`src/rtl/conv_pkg.sv`:
```
// Shared definitions for the convolution layer controller: state encoding,
// decoded-output bundle and derived-constant helpers.
package conv_pkg;

    localparam logic [2:0] StIdle = 3'd0;
    localparam logic [2:0] StLoad = 3'd1;
    localparam logic [2:0] StUpd  = 3'd2;
    localparam logic [2:0] StRun  = 3'd3;
    localparam logic [2:0] StDone = 3'd4;

    typedef struct packed {
        logic en_array;
        logic en_cnt;
        logic en_dff_pixel;
        logic en_dff_weight;
        logic ud_pixel;
        logic ud_weight;
        logic flush;
        logic valid;
    } dec_t;

    function automatic int unsigned cnt_w(input int unsigned n);
        return (n <= 1) ? 1 : $clog2(n);
    endfunction

    function automatic int unsigned p_of(input int unsigned taps, input int unsigned win_per_k);
        return taps * win_per_k;
    endfunction

    function automatic int unsigned t_of(input int unsigned taps, input int unsigned win_per_k,
                                         input int unsigned num_k);
        return taps * win_per_k * num_k;
    endfunction

endpackage

```
`src/rtl/conv_layer_ctrl_if.sv`:
```
// Control/status bundle of the convolution layer controller.
interface conv_layer_ctrl_if
    import conv_pkg::*;
#(
    parameter int unsigned TAPS      = 9,
    parameter int unsigned WIN_PER_K = 2,
    parameter int unsigned NUM_K     = 32,
    parameter int unsigned PIX_LD    = 300
);
    localparam int unsigned IW = cnt_w(PIX_LD + 2);
    localparam int unsigned DW = cnt_w(t_of(TAPS, WIN_PER_K, NUM_K));
    localparam int unsigned KW = cnt_w(NUM_K);

    logic          sta;
    logic          cont;
    logic          stall;
    logic          abort;
    logic          busy;
    logic          done;
    logic [2:0]    state;
    logic [IW-1:0] init_cnt;
    logic [DW-1:0] data_cnt;
    logic          en_array;
    logic          en_cnt;
    logic          en_DFF_pixel;
    logic          en_DFF_weight;
    logic          ud_pixel;
    logic          ud_weight;
    logic          flush;
    logic          valid_o;
    logic [KW-1:0] weight_num;

    modport master (
        output sta, cont, stall, abort,
        input  busy, done, state, init_cnt, data_cnt, en_array, en_cnt, en_DFF_pixel,
               en_DFF_weight, ud_pixel, ud_weight, flush, valid_o, weight_num
    );

    modport slave (
        input  sta, cont, stall, abort,
        output busy, done, state, init_cnt, data_cnt, en_array, en_cnt, en_DFF_pixel,
               en_DFF_weight, ud_pixel, ud_weight, flush, valid_o, weight_num
    );

endinterface

```
`src/rtl/conv_phase_dec.sv`:
```
// Tracks data_cnt mod TAPS and data_cnt mod P incrementally; relies on the run
// counter only ever holding, stepping by one, or returning to zero.
module conv_phase_dec
    import conv_pkg::*;
#(
    parameter int unsigned TAPS = 9,
    parameter int unsigned P    = 18,
    parameter int unsigned CntW = 10,
    localparam int unsigned PhW = cnt_w(TAPS),
    localparam int unsigned PkW = cnt_w(P)
) (
    input  logic            clk,
    input  logic            rst_n,
    input  logic [CntW-1:0] cnt_d_i,
    input  logic [CntW-1:0] cnt_q_i,
    output logic [PhW-1:0]  ph_o,
    output logic [PkW-1:0]  pk_o
);
    localparam logic [PhW-1:0] PhLast = PhW'(TAPS - 1);
    localparam logic [PkW-1:0] PkLast = PkW'(P - 1);

    logic [PhW-1:0] ph_q, ph_d;
    logic [PkW-1:0] pk_q, pk_d;

    always_comb begin
        ph_d = ph_q;
        pk_d = pk_q;
        if (cnt_d_i == '0) begin
            ph_d = '0;
            pk_d = '0;
        end else if (cnt_d_i != cnt_q_i) begin
            ph_d = (ph_q == PhLast) ? '0 : ph_q + 1'b1;
            pk_d = (pk_q == PkLast) ? '0 : pk_q + 1'b1;
        end
    end

    always_ff @(posedge clk or negedge rst_n) begin
        if (!rst_n) begin
            ph_q <= '0;
            pk_q <= '0;
        end else begin
            ph_q <= ph_d;
            pk_q <= pk_d;
        end
    end

    assign ph_o = ph_q;
    assign pk_o = pk_q;

endmodule

```
`src/rtl/conv_layer_ctrl.sv`:
```
// Convolution layer sequencer: loads pixels, then streams windows through the
// array with registered enable/update decodes, single-shot or continuous.
module conv_layer_ctrl
    import conv_pkg::*;
#(
    parameter int unsigned TAPS      = 9,
    parameter int unsigned WIN_PER_K = 2,
    parameter int unsigned NUM_K     = 32,
    parameter int unsigned PIX_LD    = 300,
    parameter int unsigned DRAIN     = 2
) (
    input logic              clk,
    input logic              rst_n,
    conv_layer_ctrl_if.slave bus
);
    localparam int unsigned P   = p_of(TAPS, WIN_PER_K);
    localparam int unsigned T   = t_of(TAPS, WIN_PER_K, NUM_K);
    localparam int unsigned IW  = cnt_w(PIX_LD + 2);
    localparam int unsigned DW  = cnt_w(T);
    localparam int unsigned KW  = cnt_w(NUM_K);
    localparam int unsigned PhW = cnt_w(TAPS);
    localparam int unsigned PkW = cnt_w(P);
    localparam int          ArrLim = int'(TAPS) - 1 - int'(DRAIN);

    localparam logic [IW-1:0] InitLast = IW'(PIX_LD - 1);
    localparam logic [DW-1:0] DataLast = DW'(T - 1);
    localparam logic [KW-1:0] KLast    = KW'(NUM_K - 1);

    if (PIX_LD >= T || TAPS < 4) begin : g_cfg_err
        $error("conv_layer_ctrl: need TAPS >= 4 and PIX_LD < TAPS*WIN_PER_K*NUM_K");
    end

    logic [2:0]     state_q, state_d;
    logic [IW-1:0]  init_cnt_q, init_cnt_d;
    logic [DW-1:0]  data_cnt_q, data_cnt_d;
    logic [KW-1:0]  wnum_q, wnum_d;
    logic           cont_q, cont_d;
    dec_t           dec_q, dec_d;
    logic [PhW-1:0] ph;
    logic [PkW-1:0] pk;

    conv_phase_dec #(
        .TAPS (TAPS),
        .P    (P),
        .CntW (DW)
    ) u_phase_dec (
        .clk     (clk),
        .rst_n   (rst_n),
        .cnt_d_i (data_cnt_d),
        .cnt_q_i (data_cnt_q),
        .ph_o    (ph),
        .pk_o    (pk)
    );

    always_comb begin
        state_d    = state_q;
        init_cnt_d = init_cnt_q;
        data_cnt_d = data_cnt_q;
        wnum_d     = wnum_q;
        cont_d     = cont_q;
        dec_d      = '0;
        if (bus.abort) begin
            state_d    = StIdle;
            init_cnt_d = '0;
            data_cnt_d = '0;
            wnum_d     = '0;
            cont_d     = 1'b0;
        end else begin
            case (state_q)
                StIdle: begin
                    if (bus.sta) begin
                        state_d    = StLoad;
                        cont_d     = bus.cont;
                        init_cnt_d = '0;
                    end
                end
                StLoad: begin
                    dec_d.en_dff_pixel  = 1'b1;
                    dec_d.en_dff_weight = (32'(init_cnt_q) < TAPS);
                    wnum_d              = '1;
                    if (init_cnt_q == InitLast) begin
                        state_d    = StUpd;
                        init_cnt_d = '0;
                    end else begin
                        init_cnt_d = init_cnt_q + 1'b1;
                    end
                end
                StUpd: begin
                    dec_d.ud_pixel  = 1'b1;
                    dec_d.ud_weight = 1'b1;
                    dec_d.en_array  = 1'b1;
                    dec_d.en_cnt    = 1'b1;
                    state_d         = StRun;
                    data_cnt_d      = '0;
                end
                StRun: begin
                    // A stalled cycle holds everything and decodes to all-zero.
                    if (!bus.stall) begin
                        dec_d.en_array      = (int'(ph) < ArrLim) || (32'(ph) == TAPS - 1);
                        dec_d.en_cnt        = dec_d.en_array;
                        dec_d.flush         = (32'(ph) == TAPS - 1);
                        dec_d.valid         = dec_d.flush;
                        dec_d.en_dff_weight = (32'(pk) < TAPS);
                        dec_d.ud_weight     = (32'(pk) == P - 2);
                        dec_d.en_dff_pixel  = cont_q && (32'(data_cnt_q) < PIX_LD);
                        dec_d.ud_pixel      = cont_q && (32'(data_cnt_q) == T - 2);
                        if (pk == '0) begin
                            wnum_d = ((wnum_q == KLast) || (&wnum_q)) ? '0 : wnum_q + 1'b1;
                        end
                        if (data_cnt_q == DataLast) begin
                            data_cnt_d = '0;
                            if (!cont_q) state_d = StDone;
                        end else begin
                            data_cnt_d = data_cnt_q + 1'b1;
                        end
                    end
                end
                StDone:  state_d = StIdle;
                default: state_d = StIdle;
            endcase
        end
    end

    always_ff @(posedge clk or negedge rst_n) begin
        if (!rst_n) begin
            state_q    <= StIdle;
            init_cnt_q <= '0;
            data_cnt_q <= '0;
            wnum_q     <= '0;
            cont_q     <= 1'b0;
            dec_q      <= '0;
        end else begin
            state_q    <= state_d;
            init_cnt_q <= init_cnt_d;
            data_cnt_q <= data_cnt_d;
            wnum_q     <= wnum_d;
            cont_q     <= cont_d;
            dec_q      <= dec_d;
        end
    end

    assign bus.busy          = (state_q != StIdle);
    assign bus.done          = (state_q == StDone);
    assign bus.state         = state_q;
    assign bus.init_cnt      = init_cnt_q;
    assign bus.data_cnt      = data_cnt_q;
    assign bus.weight_num    = wnum_q;
    assign bus.en_array      = dec_q.en_array;
    assign bus.en_cnt        = dec_q.en_cnt;
    assign bus.en_DFF_pixel  = dec_q.en_dff_pixel;
    assign bus.en_DFF_weight = dec_q.en_dff_weight;
    assign bus.ud_pixel      = dec_q.ud_pixel;
    assign bus.ud_weight     = dec_q.ud_weight;
    assign bus.flush         = dec_q.flush;
    assign bus.valid_o       = dec_q.valid;

endmodule
```
`src/flat_wrapper.sv`:
```
// flat-port wrapper written by rule: the top's interface ports become plain ports
module conv_layer_ctrl_flat import conv_pkg::*;
#(
    parameter int unsigned TAPS      = 9,
    parameter int unsigned WIN_PER_K = 2,
    parameter int unsigned NUM_K     = 32,
    parameter int unsigned PIX_LD    = 300,
    parameter int unsigned DRAIN     = 2
)
  (clk, rst_n, bus_sta, bus_cont, bus_stall, bus_abort, bus_busy, bus_done, bus_state, bus_init_cnt, bus_data_cnt, bus_en_array, bus_en_cnt, bus_en_DFF_pixel, bus_en_DFF_weight, bus_ud_pixel, bus_ud_weight, bus_flush, bus_valid_o, bus_weight_num);
  conv_layer_ctrl_if #(.TAPS(TAPS), .WIN_PER_K(WIN_PER_K), .NUM_K(NUM_K), .PIX_LD(PIX_LD)) bus_i ();
  input logic clk;
  input logic rst_n;
  input wire logic [$bits(bus_i.sta)-1:0] bus_sta;
  input wire logic [$bits(bus_i.cont)-1:0] bus_cont;
  input wire logic [$bits(bus_i.stall)-1:0] bus_stall;
  input wire logic [$bits(bus_i.abort)-1:0] bus_abort;
  output wire logic [$bits(bus_i.busy)-1:0] bus_busy;
  output wire logic [$bits(bus_i.done)-1:0] bus_done;
  output wire logic [$bits(bus_i.state)-1:0] bus_state;
  output wire logic [$bits(bus_i.init_cnt)-1:0] bus_init_cnt;
  output wire logic [$bits(bus_i.data_cnt)-1:0] bus_data_cnt;
  output wire logic [$bits(bus_i.en_array)-1:0] bus_en_array;
  output wire logic [$bits(bus_i.en_cnt)-1:0] bus_en_cnt;
  output wire logic [$bits(bus_i.en_DFF_pixel)-1:0] bus_en_DFF_pixel;
  output wire logic [$bits(bus_i.en_DFF_weight)-1:0] bus_en_DFF_weight;
  output wire logic [$bits(bus_i.ud_pixel)-1:0] bus_ud_pixel;
  output wire logic [$bits(bus_i.ud_weight)-1:0] bus_ud_weight;
  output wire logic [$bits(bus_i.flush)-1:0] bus_flush;
  output wire logic [$bits(bus_i.valid_o)-1:0] bus_valid_o;
  output wire logic [$bits(bus_i.weight_num)-1:0] bus_weight_num;
  assign bus_i.sta = bus_sta;
  assign bus_i.cont = bus_cont;
  assign bus_i.stall = bus_stall;
  assign bus_i.abort = bus_abort;
  assign bus_busy = bus_i.busy;
  assign bus_done = bus_i.done;
  assign bus_state = bus_i.state;
  assign bus_init_cnt = bus_i.init_cnt;
  assign bus_data_cnt = bus_i.data_cnt;
  assign bus_en_array = bus_i.en_array;
  assign bus_en_cnt = bus_i.en_cnt;
  assign bus_en_DFF_pixel = bus_i.en_DFF_pixel;
  assign bus_en_DFF_weight = bus_i.en_DFF_weight;
  assign bus_ud_pixel = bus_i.ud_pixel;
  assign bus_ud_weight = bus_i.ud_weight;
  assign bus_flush = bus_i.flush;
  assign bus_valid_o = bus_i.valid_o;
  assign bus_weight_num = bus_i.weight_num;
  conv_layer_ctrl #(.TAPS(TAPS), .WIN_PER_K(WIN_PER_K), .NUM_K(NUM_K), .PIX_LD(PIX_LD), .DRAIN(DRAIN)) u_core (.clk(clk), .rst_n(rst_n), .bus(bus_i));
endmodule
```
`config.mk`:
```
export PLATFORM = sky130hd
export DESIGN_NAME = conv_layer_ctrl_flat
export DESIGN_NICKNAME = d
export VERILOG_FILES = /design/src/rtl/conv_pkg.sv /design/src/rtl/conv_layer_ctrl_if.sv /design/src/rtl/conv_phase_dec.sv /design/src/rtl/conv_layer_ctrl.sv /design/src/flat_wrapper.sv
export SDC_FILE = /design/constraint.sdc
export NUM_CORES = 1
export LEC_CHECK = 0
export ABC_AREA = 1
export BUFFER_PORTS_ARGS = -buffer_cell sky130_fd_sc_hd__buf_2
export CORE_UTILIZATION = 25
export CTS_BUF_LIST = sky130_fd_sc_hd__clkbuf_4 sky130_fd_sc_hd__clkbuf_8 sky130_fd_sc_hd__clkbuf_16
export CTS_CLUSTER_SIZE = 30
export DETAILED_ROUTE_END_ITERATION = 6
export GPL_ROUTABILITY_DRIVEN = 0
export GPL_TIMING_DRIVEN = 0
export PLACE_DENSITY = 0.52
export SYNTH_ARGS = -nofsm -noshare
export SYNTH_HDL_FRONTEND = slang
export SYNTH_SLANG_ARGS = --single-unit
```
`constraint.sdc`:
```
create_clock -name clk -period 5.1 [get_ports clk]
set_clock_uncertainty 0.15 [all_clocks]
set_input_delay 0.51 -clock clk [delete_from_list [all_inputs] [get_ports clk]]
set_output_delay 0.51 -clock clk [all_outputs]
set_load 0.05 [all_outputs]
```
==> results of run 1 <==
## critical path, stage by stage, from the launching register on
cell     delay, ns
dfrtp_1       0.44
ha_1          0.18
nand3_1       0.18
inv_1         0.18
nand4_4       0.17
nand3_2       0.15
inv_2         0.05
o21ai_1       0.14
inv_2         0.04
nor2_1        0.15
nand2_2       0.20
o21ai_0       0.23
nand2_1       0.08
## sequential cells by signal, summed over array words and instances (netlist names)
name and count:
u_core.bus.init_cnt 9, u_core.u_phase_dec.pk_o 5, u_core.bus.ud_pixel 1, u_core.bus.en_DFF_pixel 1, u_core.bus.flush 1, u_core.bus.en_array 1
u_core.bus.ud_weight 1, u_core.cont_q 1, u_core.u_phase_dec.ph_o 4, u_core.bus.en_DFF_weight 1, u_core.bus.weight_num 5, u_core.bus.state 3
u_core.bus.data_cnt 10
## area by class of cell
type	count	share of cell area
Multi-Input combinational cell	298	0.4570
Inverter	60	0.06472
Clock buffer	5	0.03596
Clock inverter	3	0.01330
Buffer	5	0.007911
Timing Repair Buffer	42	0.06041
Sequential cell	43	0.3092
Tap cell	143	0.05142
## cell usage after synthesis (all sizes together)
cell type,number,area share
a21oi,16,0.027
a2bb2oi,1,0.0030
a31oi,6,0.015
a32o,1,0.0034
buf,2,0.0051
clkbuf,3,0.0043
dfrtp,43,0.37
ha,11,0.047
inv,60,0.077
nand2,91,0.12
nand3,40,0.076
nand3b,2,0.0051
nand4,9,0.024
nor2,61,0.10
nor3,10,0.017
nor3b,4,0.010
nor4,1,0.0021
o211ai,1,0.0026
o21ai,30,0.053
o22ai,6,0.013
o41ai,1,0.0030
or2,3,0.0064
xor2,4,0.012
## through the flow
stage | utilization | cells | setup WS, ns
final | 0.3047 | 599 | 2.635
after global placement | 0.2897 | 591 | 2.580
after global routing | 0.3047 | 599 | 2.333
after CTS | 0.3047 | 599 | 2.606
after floorplan | - | 406 | 2.498
after detailed placement | 0.2897 | 591 | 2.535
## power by group
part / internal (mW) / switching (mW)
registers: 0.411 / 0.0819
clock network: 0.233 / 0.148
logic: 0.235 / 0.666
total: 0.880 / 0.896
## cell families after synthesis
logic type / count (synthesis) / synth area share
AO/OA/AOI/OAI: 62 / 0.1200
AND/OR/NAND/NOR: 221 / 0.3656
adder cells (fa/ha/maj): 11 / 0.04715
buffers and inverters: 65 / 0.08658
XOR/XNOR: 4 / 0.01200
flip-flops: 43 / 0.3686
## layer usage
layer | vias up | GRT usage
li1 | 1433 | -
met2 | 59 | 0.2420
met3 | 12 | 0.03057
met1 | 1325 | 0.1894
met4 | 0 | 0.05714
met5 | - | 0
## final timing paths
| kind | startpoint | endpoint | slack (ns) | depth (start not counted) |
|---|---|---|---|---|
| worst min register to register | u_core.u_phase_dec.ph_o[0]$_DFFE_PN0P_ | u_core.u_phase_dec.ph_o[0]$_DFFE_PN0P_ | 0.39 | 2 |
| worst max register to register | u_core.bus.data_cnt[1]$_DFF_PN0_ | u_core.u_phase_dec.ph_o[2]$_DFFE_PN0P_ | 2.64 | 12 |
| min in group clk | bus_cont | u_core.cont_q$_DFFE_PN0P_ | 0.32 | 3 |
| max in group asynchronous | rst_n | u_core.bus.en_DFF_weight$_DFF_PN0_ | 3.93 | 1 |
| worst min-delay path | rst_n | u_core.bus.data_cnt[5]$_DFF_PN0_ | 0.24 | 1 |
| worst max-delay path | u_core.bus.data_cnt[1]$_DFF_PN0_ | u_core.u_phase_dec.ph_o[2]$_DFFE_PN0P_ | 2.64 | 12 |
==> results.ini, run 1 <==
[cells_and_area]
most-common-layout-cells = nand2_1, inv_1, nor2_1
final_common_cell = nand2_1
antenna_cells = 0
nFillCells = 1278
area_delta_synth_final_pct = 19.20
multi_input_comb_area_um2 = 1590
design_area_um2 = 3480
num-nets-final = 472
ff_latch_area_um2 = 1076
drive_gt1_frac = 0.1732

[routing]
wl_met1_um = 3668
met3_length_um = 429
drt-initial-drc-count = 105
viasPerCell = 4.723
ant_nets = 0
top_layer_used = met4
vias = 2829
drc = 2
wl_met2_um = 3797
dr.pass1.iters = 6
wl_per_cell_um = 13.40
route.final.wire_length_um = 8025

[global_routing]
antenna_found_initial = 0
grt_max_degree = 44
grt.overflow.total = 0
grt_pass1_vias = 2893
globalRouteTotalUtil = 0.1475
grt_pass1_wl_um = 13780

[status]
status = complete, but fails checks
violations = DRC

[floorplan]
die_area_um2 = 12110
fp.dieH_um = 110.1
rows = 39
start_util = 0.2556
num_io_pins = 43
die_w_um = 110.1
core_region_area_um2 = 11420

[sta]
rsz0062_at_grt = no
maxSlewHeadroom = 0.3226
worst-slew-pin-transition_ns = 1.016
tns_ns = 0
slew_viol_final = 0
final.period_utilization = 0.4833
hold_viol = 0
layout_min_cycle_time_ns = 2.465
clock.fmax_mhz = 405.7
hold_ws_ns = 0.2423
finalSetupViolCount = 0

[power_and_ir_drop]
p_per_area_nw_per_um2 = 510.2
p_leak_nw = 1.778
power.total_mw = 1.775
ir_worst_vdd_mv = 0.1875

[synthesis]
synth_seq_area_share = 0.3686
ys_warn_count = 0
synthCells = 406
syn_avg_cell_area_um2 = 7.190
syn_nets = 423
synth_area_um2 = 2919
synth-seq-cells = 43
synthDistinctLibCells = 37

[worst_setup_path]
endpoint_kind = flop
cp_max_fo = 10
worst_ep_arrival_time_ns = 2.49
cp.required_ns = 5.12
start_kind = flop
worstSetupPathType = flop to flop

[clocking]
cts_resized = 0
clk_latency_ns = 0.29
hold_buffers = 0
clockBufferDepth = 2
cts.clk_slew.worst_paths_ns = 0.07
cts_setup_buffers = 0
htreeDepth = 2
cts_tree = built
cts-root-buf = clkbuf_16
numCtsBuffers = 5
clock-sinks = 43

[flow_run]
drv_cap = 0

[placement]
port_buffers = 42
hpwl_um = 6031
dpl-instance-area_um2 = 3308

[min_path]
hold_path.class = input port to async pin

No activity file was read; power rests on OpenSTA's default activity.
==> run 2: changes to the inputs <==
--- a/config.mk
+++ b/config.mk
@@ -13,7 +13,7 @@
 export DETAILED_ROUTE_END_ITERATION = 6
 export GPL_ROUTABILITY_DRIVEN = 0
 export GPL_TIMING_DRIVEN = 0
-export PLACE_DENSITY = 0.52
+export PLACE_DENSITY = 0.54
 export SYNTH_ARGS = -nofsm -noshare
 export SYNTH_HDL_FRONTEND = slang
 export SYNTH_SLANG_ARGS = --single-unit
==> constraint.sdc (replaced) <==
create_clock -name clk -period 2.1 [get_ports clk]
set_clock_uncertainty 0.15 [all_clocks]
set_input_delay 0.21 -clock clk [delete_from_list [all_inputs] [get_ports clk]]
set_output_delay 0.21 -clock clk [all_outputs]
set_load 0.05 [all_outputs]
==> run 2 against run 1 <==
Net effect: the flow finishes with violations (hold timing, setup timing); critical endpoint is now u_core.u_phase_dec.pk_o[2]$_DFFE_PN0P_; setup slack lost 2.8 ns; largest power group unchanged; core utilization is 4.0 points higher; first-iteration DRC count is 27% higher; flip-flop and latch count unchanged; maximum frequency is 8.8% higher; register-to-register slack worse by 2.8 ns; combinational power rose to 3.0 times the previous value; cell count increased by 4.5%; global-route usage is 0.22 points lower; critical path type unchanged; critical path depth grew 1.
==> results.ini, run 2 (synthesis gave the netlist of run 1 again) <==
[floorplan]
core_region_area_um2 = 11420
die_area_um2 = 12110
start_util = 0.2556
die_w_um = 110.1
num_io_pins = 43
fp.dieH_um = 110.1
rows = 39

[clocking]
numCtsBuffers = 5
cts.clk_slew.worst_paths_ns = 0.07
clk_latency_ns = 0.29
htreeDepth = 2
clockBufferDepth = 2
clock-sinks = 43
cts-root-buf = clkbuf_16
cts_tree = built

[placement]
hpwl_um = 5787
dpl.cell_count = 591
dpl-instance-area_um2 = 3378
port_buffers = 42

[global_routing]
grt_pass1_wl_um = 13550
globalRouteTotalUtil = 0.1453
antenna_found_initial = 0
grt.overflow.total = 0
grt_pass1_vias = 2768
grt_max_degree = 44

[sta]
maxSlewHeadroom = 0.3231
hold_ws_ns = -0.06128
clock.fmax_mhz = 441.3
hold_viol = 43
layout_min_cycle_time_ns = 2.266
slew_viol_final = 0
rsz0062_at_grt = yes
final.period_utilization = 1.079
finalSetupViolCount = 10
setup_ws_ns = -0.1662
worst-slew-pin-transition_ns = 1.015

[min_path]
hold_path.class = input port to async pin

[worst_setup_path]
start_kind = flop
endpoint_kind = flop
worstSetupPathType = flop to flop
cp.required_ns = 2.18
cp_num_buf_inv = 2
worst_ep_arrival_time_ns = 2.35
crit_family = simple AND/OR/NAND/NOR gates
cp_cell_sequence = ha_4 > nand3_4 > inv_4 > nand4_4 > nand2_4 > buf_4 > o21ai_2 > nand2_2 > nor2_4 > nand3_4 > nor2_8 > nand2_2 > nand2_1
crit_slowest_cell = dfrtp_2
slowest_delay_ns = 0.47
cp_max_fo = 6

[power_and_ir_drop]
ir_worst_vdd_mv = 0.6995
p_leak_nw = 1.925
p_per_area_nw_per_um2 = 1208

[routing]
wl_per_cell_um = 13.68
dr.pass1.iters = 5
ant_nets = 0
viasPerCell = 4.829
vias = 3023
route.final.wire_length_um = 8562
drc = 0
drt-initial-drc-count = 133

[cells_and_area]
largest_reg_flops = 10
area_delta_synth_final_pct = 34.80
drive_gt1_frac = 0.3292
design_area_um2 = 3935
num-nets-final = 499
final_util = 0.3446
antenna_cells = 0
most-common-layout-cells = nand2_1, inv_1, nor2_1
final_common_cell = nand2_1
fin_cells = 626

[status]
status = complete, but fails checks
violations = hold timing, setup timing

[flow_run]
drv_cap = 0

run 2: changes by cell type in the layout (fill, tap and decap cells not counted), moves of 4 or more:
cell     previous run  this run
inv_2               6        10
dfrtp_1            43        30
nand3_4             1         6
nor2_1             53        46
nand2_2             2        11
nand3_1            37        30
o21ai_0            24        18
dfrtp_2             0        13
nor2_4              3         9
inv_1              54        48
buf_4               2        22
nand2_1            87        76
run 2: worst register-to-register path: cells and delay by family, from the launching register on:
kind / cells / cell delay [ns]
adder cells (fa/ha/maj): 1 / 0.19
flip-flops: 1 / 0.47
buffers and inverters: 2 / 0.20
AND/OR/NAND/NOR: 9 / 1.09
AO/OA/AOI/OAI: 1 / 0.11
run 2: power by group:
part	total, mW	switching [mW]	internal [mW]
Clock	0.791	0.352	0.439
Sequential	1.23	0.218	1.01
Combinational	2.74	1.89	0.845
run 2: timing repair:
| item | 4_1_cts | 5_1_grt |
|---|---|---|
| pin swaps | 9 | 17 |
| setup endpoints to repair | 24 | 22 |
| hold endpoints to repair | 1 | 0 |
| resized for setup | 14 | 43 |
| setup buffers | 6 | 16 |
| hold buffers | 1 | 0 |
| cloned | 2 | 2 |
run 2: stage by stage:
stage / TNS [ns] / setup WS [ns] / hold slack [ns] / power (mW)
2_1_floorplan: -0.4125 / -0.04583 / -0.2356 / 2.875
3_3_place_gp: -3.608 / -0.3071 / 0.3095 / 3.407
3_5_place_dp: -4.070 / -0.2929 / 0.3120 / 3.431
4_1_cts: -1.372 / -0.1620 / 0.002888 / 4.452
5_1_grt: -3.405 / -0.2882 / 0.03637 / 5.097
6_report: -1.372 / -0.1662 / -0.06128 / 4.755
run 2: final cells by class:
class / instances / area (um2)
flip-flops and latches: 43 / 1092
repair buffers: 65 / 401.6
inverters: 60 / 230.2
clock inverters: 3 / 20.02
clock buffers: 5 / 125.1
multi-input cells: 302 / 1851
well taps: 143 / 178.9
fillers: 1222 / 7483
plain buffers: 5 / 36.28
run 2: final timing paths:
kind,start,to,slack [ns],cells past startpoint
worst min register to register,u_core.u_phase_dec.ph_o[2]$_DFFE_PN0P_,u_core.u_phase_dec.ph_o[2]$_DFFE_PN0P_,0.40,2
min in group clk,bus_abort,u_core.bus.ud_weight$_DFF_PN0_,0.12,2
worst min-delay path,rst_n,u_core.u_phase_dec.ph_o[0]$_DFFE_PN0P_,-0.06,1
worst max-delay path,u_core.bus.data_cnt[1]$_DFF_PN0_,u_core.u_phase_dec.pk_o[2]$_DFFE_PN0P_,-0.17,13
max in group asynchronous,rst_n,u_core.bus.data_cnt[9]$_DFF_PN0_,1.16,1
worst max register to register,u_core.bus.data_cnt[1]$_DFF_PN0_,u_core.u_phase_dec.pk_o[2]$_DFFE_PN0P_,-0.17,13
run 2: layer usage:
layer | global-route usage | share of wire
met3 | 0.02646 | 0.053
met5 | 0 | 0
met4 | 0.05905 | 0.031
met2 | 0.2357 | 0.47
met1 | 0.1898 | 0.44
==> run 3: changes to the inputs <==
--- a/config.mk
+++ b/config.mk
@@ -16,4 +16,6 @@
 export PLACE_DENSITY = 0.54
 export SYNTH_ARGS = -nofsm -noshare
 export SYNTH_HDL_FRONTEND = slang
+export SYNTH_HIERARCHICAL = 1
 export SYNTH_SLANG_ARGS = --single-unit
+export TNS_END_PERCENT = 50
==> run 3 against run 2 <==
Net effect: the flow finishes with violations (DRC, hold timing, setup timing); setup slack worse by 0.17 ns; largest cell class unchanged; via count increased by 3.7%; maximum frequency is 6.9% lower; synthesized cell count grew 8.1%.
==> results.ini, run 3 <==
[min_path]
hold_path.class = input port to async pin

[global_routing]
use_met3 = 0.02450
grt_pass1_wl_um = 14480
grt_use_met1 = 0.1790
globalRouteTotalUtil = 0.1409
grt.overflow.total = 0
antenna_found_initial = 0
grt_max_degree = 44
grt_pass1_vias = 3037
grt_use_met2 = 0.2492
grt_busiest_layer = met2

[cells_and_area]
drive_gt1_frac = 0.3391
area_delta_synth_final_pct = 36.99
ff_latch_area_um2 = 1096
most-common-layout-cells = nand2_1, inv_1, buf_2
fin_cells = 665
num-nets-final = 536
largest_reg_flops = 10
nFillCells = 1210
final_util = 0.3557
final_common_cell = nand2_1
multi_input_comb_area_um2 = 1889
antenna_cells = 0

[sta]
final.period_utilization = 1.159
hold_ws_ns = -0.04308
finalSetupViolCount = 9
clock.fmax_mhz = 410.9
tns_ns = -2.852
maxSlewHeadroom = 0.3220
rsz0062_at_grt = yes
setup_ws_ns = -0.3340
slew_viol_final = 0
worst-slew-pin-transition_ns = 1.017
hold_viol = 43
layout_min_cycle_time_ns = 2.434

[synthesis]
syn_nets = 454
syn_avg_cell_area_um2 = 6.812
yosys_most_used_dff = dfrtp_1
synth-seq-cells = 43
yosysTopAreaCellShare = 0.3598
synthTopCellsByCount = nand2_1, nor2_1, inv_1
synth_edf_count = 0
synth_area_um2 = 2990
synthCells = 439
async_reset_ff_frac = 1.000
yosys.area.top_type = dfrtp_1
ys_warn_count = 6
synth_seq_area_share = 0.3598
synthDistinctLibCells = 36
yosysMostFrequentCell = nand2_1
synth_area_leaders = dfrtp_1, nand2_1, nand3_1, nor2_1, inv_1

[floorplan]
die_w_um = 111.4
die_area_um2 = 12400
num_io_pins = 43
start_util = 0.2597
core_region_area_um2 = 11520
rows = 39
fp.dieH_um = 111.4

[flow_run]
drv_cap = 0

[routing]
route.final.wire_length_um = 8507
drt-initial-drc-count = 178
viasPerCell = 4.714
vias = 3135
ant_nets = 0
dr.pass1.iters = 7
drc = 8
wl_per_cell_um = 12.79

[clocking]
cts.clk_slew.worst_paths_ns = 0.06
cts-root-buf = clkbuf_16
clockBufferDepth = 2
clk_latency_ns = 0.28
hold_buffers = 0
cts_tree = built
numCtsBuffers = 5
clock-sinks = 43
htreeDepth = 2

[worst_setup_path]
slowest_delay_ns = 0.51
cp_cell_sequence = nor2_4 > nand2_2 > nand2_4 > buf_4 > inv_2 > nor2_1 > nand2_1 > nand3_2 > nor2_4 > buf_4 > nor2_2 > nand3_2 > nor2_4 > nor2_4 > buf_4 > nand3_1 > nand2_1
crit_slowest_cell = dfrtp_4
cp_max_fo = 7
worstSetupPathType = flop to flop
worst_ep_arrival_time_ns = 2.46
endpoint_kind = flop
cp.required_ns = 2.13
start_kind = flop
cp_common_cell = nor2_4

[power_and_ir_drop]
ir_worst_vdd_mv = 0.4848
p_per_area_nw_per_um2 = 1255
p_leak_nw = 2.016

[placement]
dpl.cell_count = 623
hpwl_um = 5848
place_ws_ns = -0.5734
port_buffers = 41

[status]
status = complete, but fails checks
violations = DRC, hold timing, setup timing

run 3: cell types whose count changed in the layout (fill, tap and decap cells not counted), moves of 5 or more:
cell     delta
o21ai_0    -10
a21oi_1    -12
nand2_1    +48
nor2_1     -11
o21ai_1     +5
nand3_4     -5
buf_4       +6
nand3_2     +7
nor2_4      +5
o22ai_1     -5
run 3: metal layers:
layer / vias up / part of all wire
met5: - / 0
met4: 0 / 0.0054
met3: 4 / 0.036
met2: 55 / 0.49
met1: 1500 / 0.47
li1: 1576 / -
run 3: worst paths after layout:
check / start / to / slack (ns) / cells past startpoint
worst min register to register: u_core/bus.weight_num[3]$_DFFE_PN0P_ / u_core/bus.weight_num[3]$_DFFE_PN0P_ / 0.37 / 2
worst max-delay path: u_core/bus.state[0]$_DFFE_PN0P_ / u_core/u_phase_dec/pk_o[1]$_DFFE_PN0P_ / -0.33 / 17
max in group asynchronous: rst_n / u_core/bus.state[0]$_DFFE_PN0P_ / 1.11 / 1
worst min-delay path: rst_n / u_core/bus.weight_num[2]$_DFFE_PN0P_ / -0.04 / 1
worst max register to register: u_core/bus.state[0]$_DFFE_PN0P_ / u_core/u_phase_dec/pk_o[1]$_DFFE_PN0P_ / -0.33 / 17
min in group clk: bus_cont / u_core/cont_q$_DFFE_PN0P_ / 0.04 / 3
run 3: layout make-up:
class                   instances  area share
clock buffers                   6     0.03238
multi-input cells             332      0.4612
flip-flops and latches         43      0.2676
well taps                     143     0.04368
repair buffers                 74      0.1243
clock inverters                 2    0.003054
inverters                      58     0.05376
plain buffers                   7     0.01405
run 3: repair_timing:
action                                  in CTS  in global routing
resized for setup                           38                 25
pin swaps                                   18                 20
gates cloned                                 2                  0
buffers inserted                            23                  9
endpoints found under the setup margin       9                  9
run 3: kinds of logic (layout without fill, tap and decap cells):
group,after synthesis,count (layout),synth area share
XOR/XNOR,8,8,0.02343
adder cells (fa/ha/maj),9,9,0.03766
flip-flops,43,43,0.3598
buffers and inverters,65,147,0.08786
AO/OA/AOI/OAI,36,36,0.06569
AND/OR/NAND/NOR,278,279,0.4255
run 3: critical path: cells and delay by family, from the launching register on:
| family | cells | cell delay, ns |
|---|---|---|
| buf+inv | 4 | 0.43 |
| flops | 1 | 0.51 |
| simple gates | 13 | 1.23 |
run 3: power breakdown:
group,internal (mW),switching [mW]
registers,1.00,0.194
clock network,0.453,0.330
logic,1.23,1.94
total,2.68,2.46
run 3: through the flow:
step	power (mW)	cell area, um2
6_report	5.142	4096
5_1_grt	5.489	4096
4_1_cts	5.020	3948
3_5_place_dp	3.429	3440
3_3_place_gp	3.397	3440
2_1_floorplan	2.895	3055
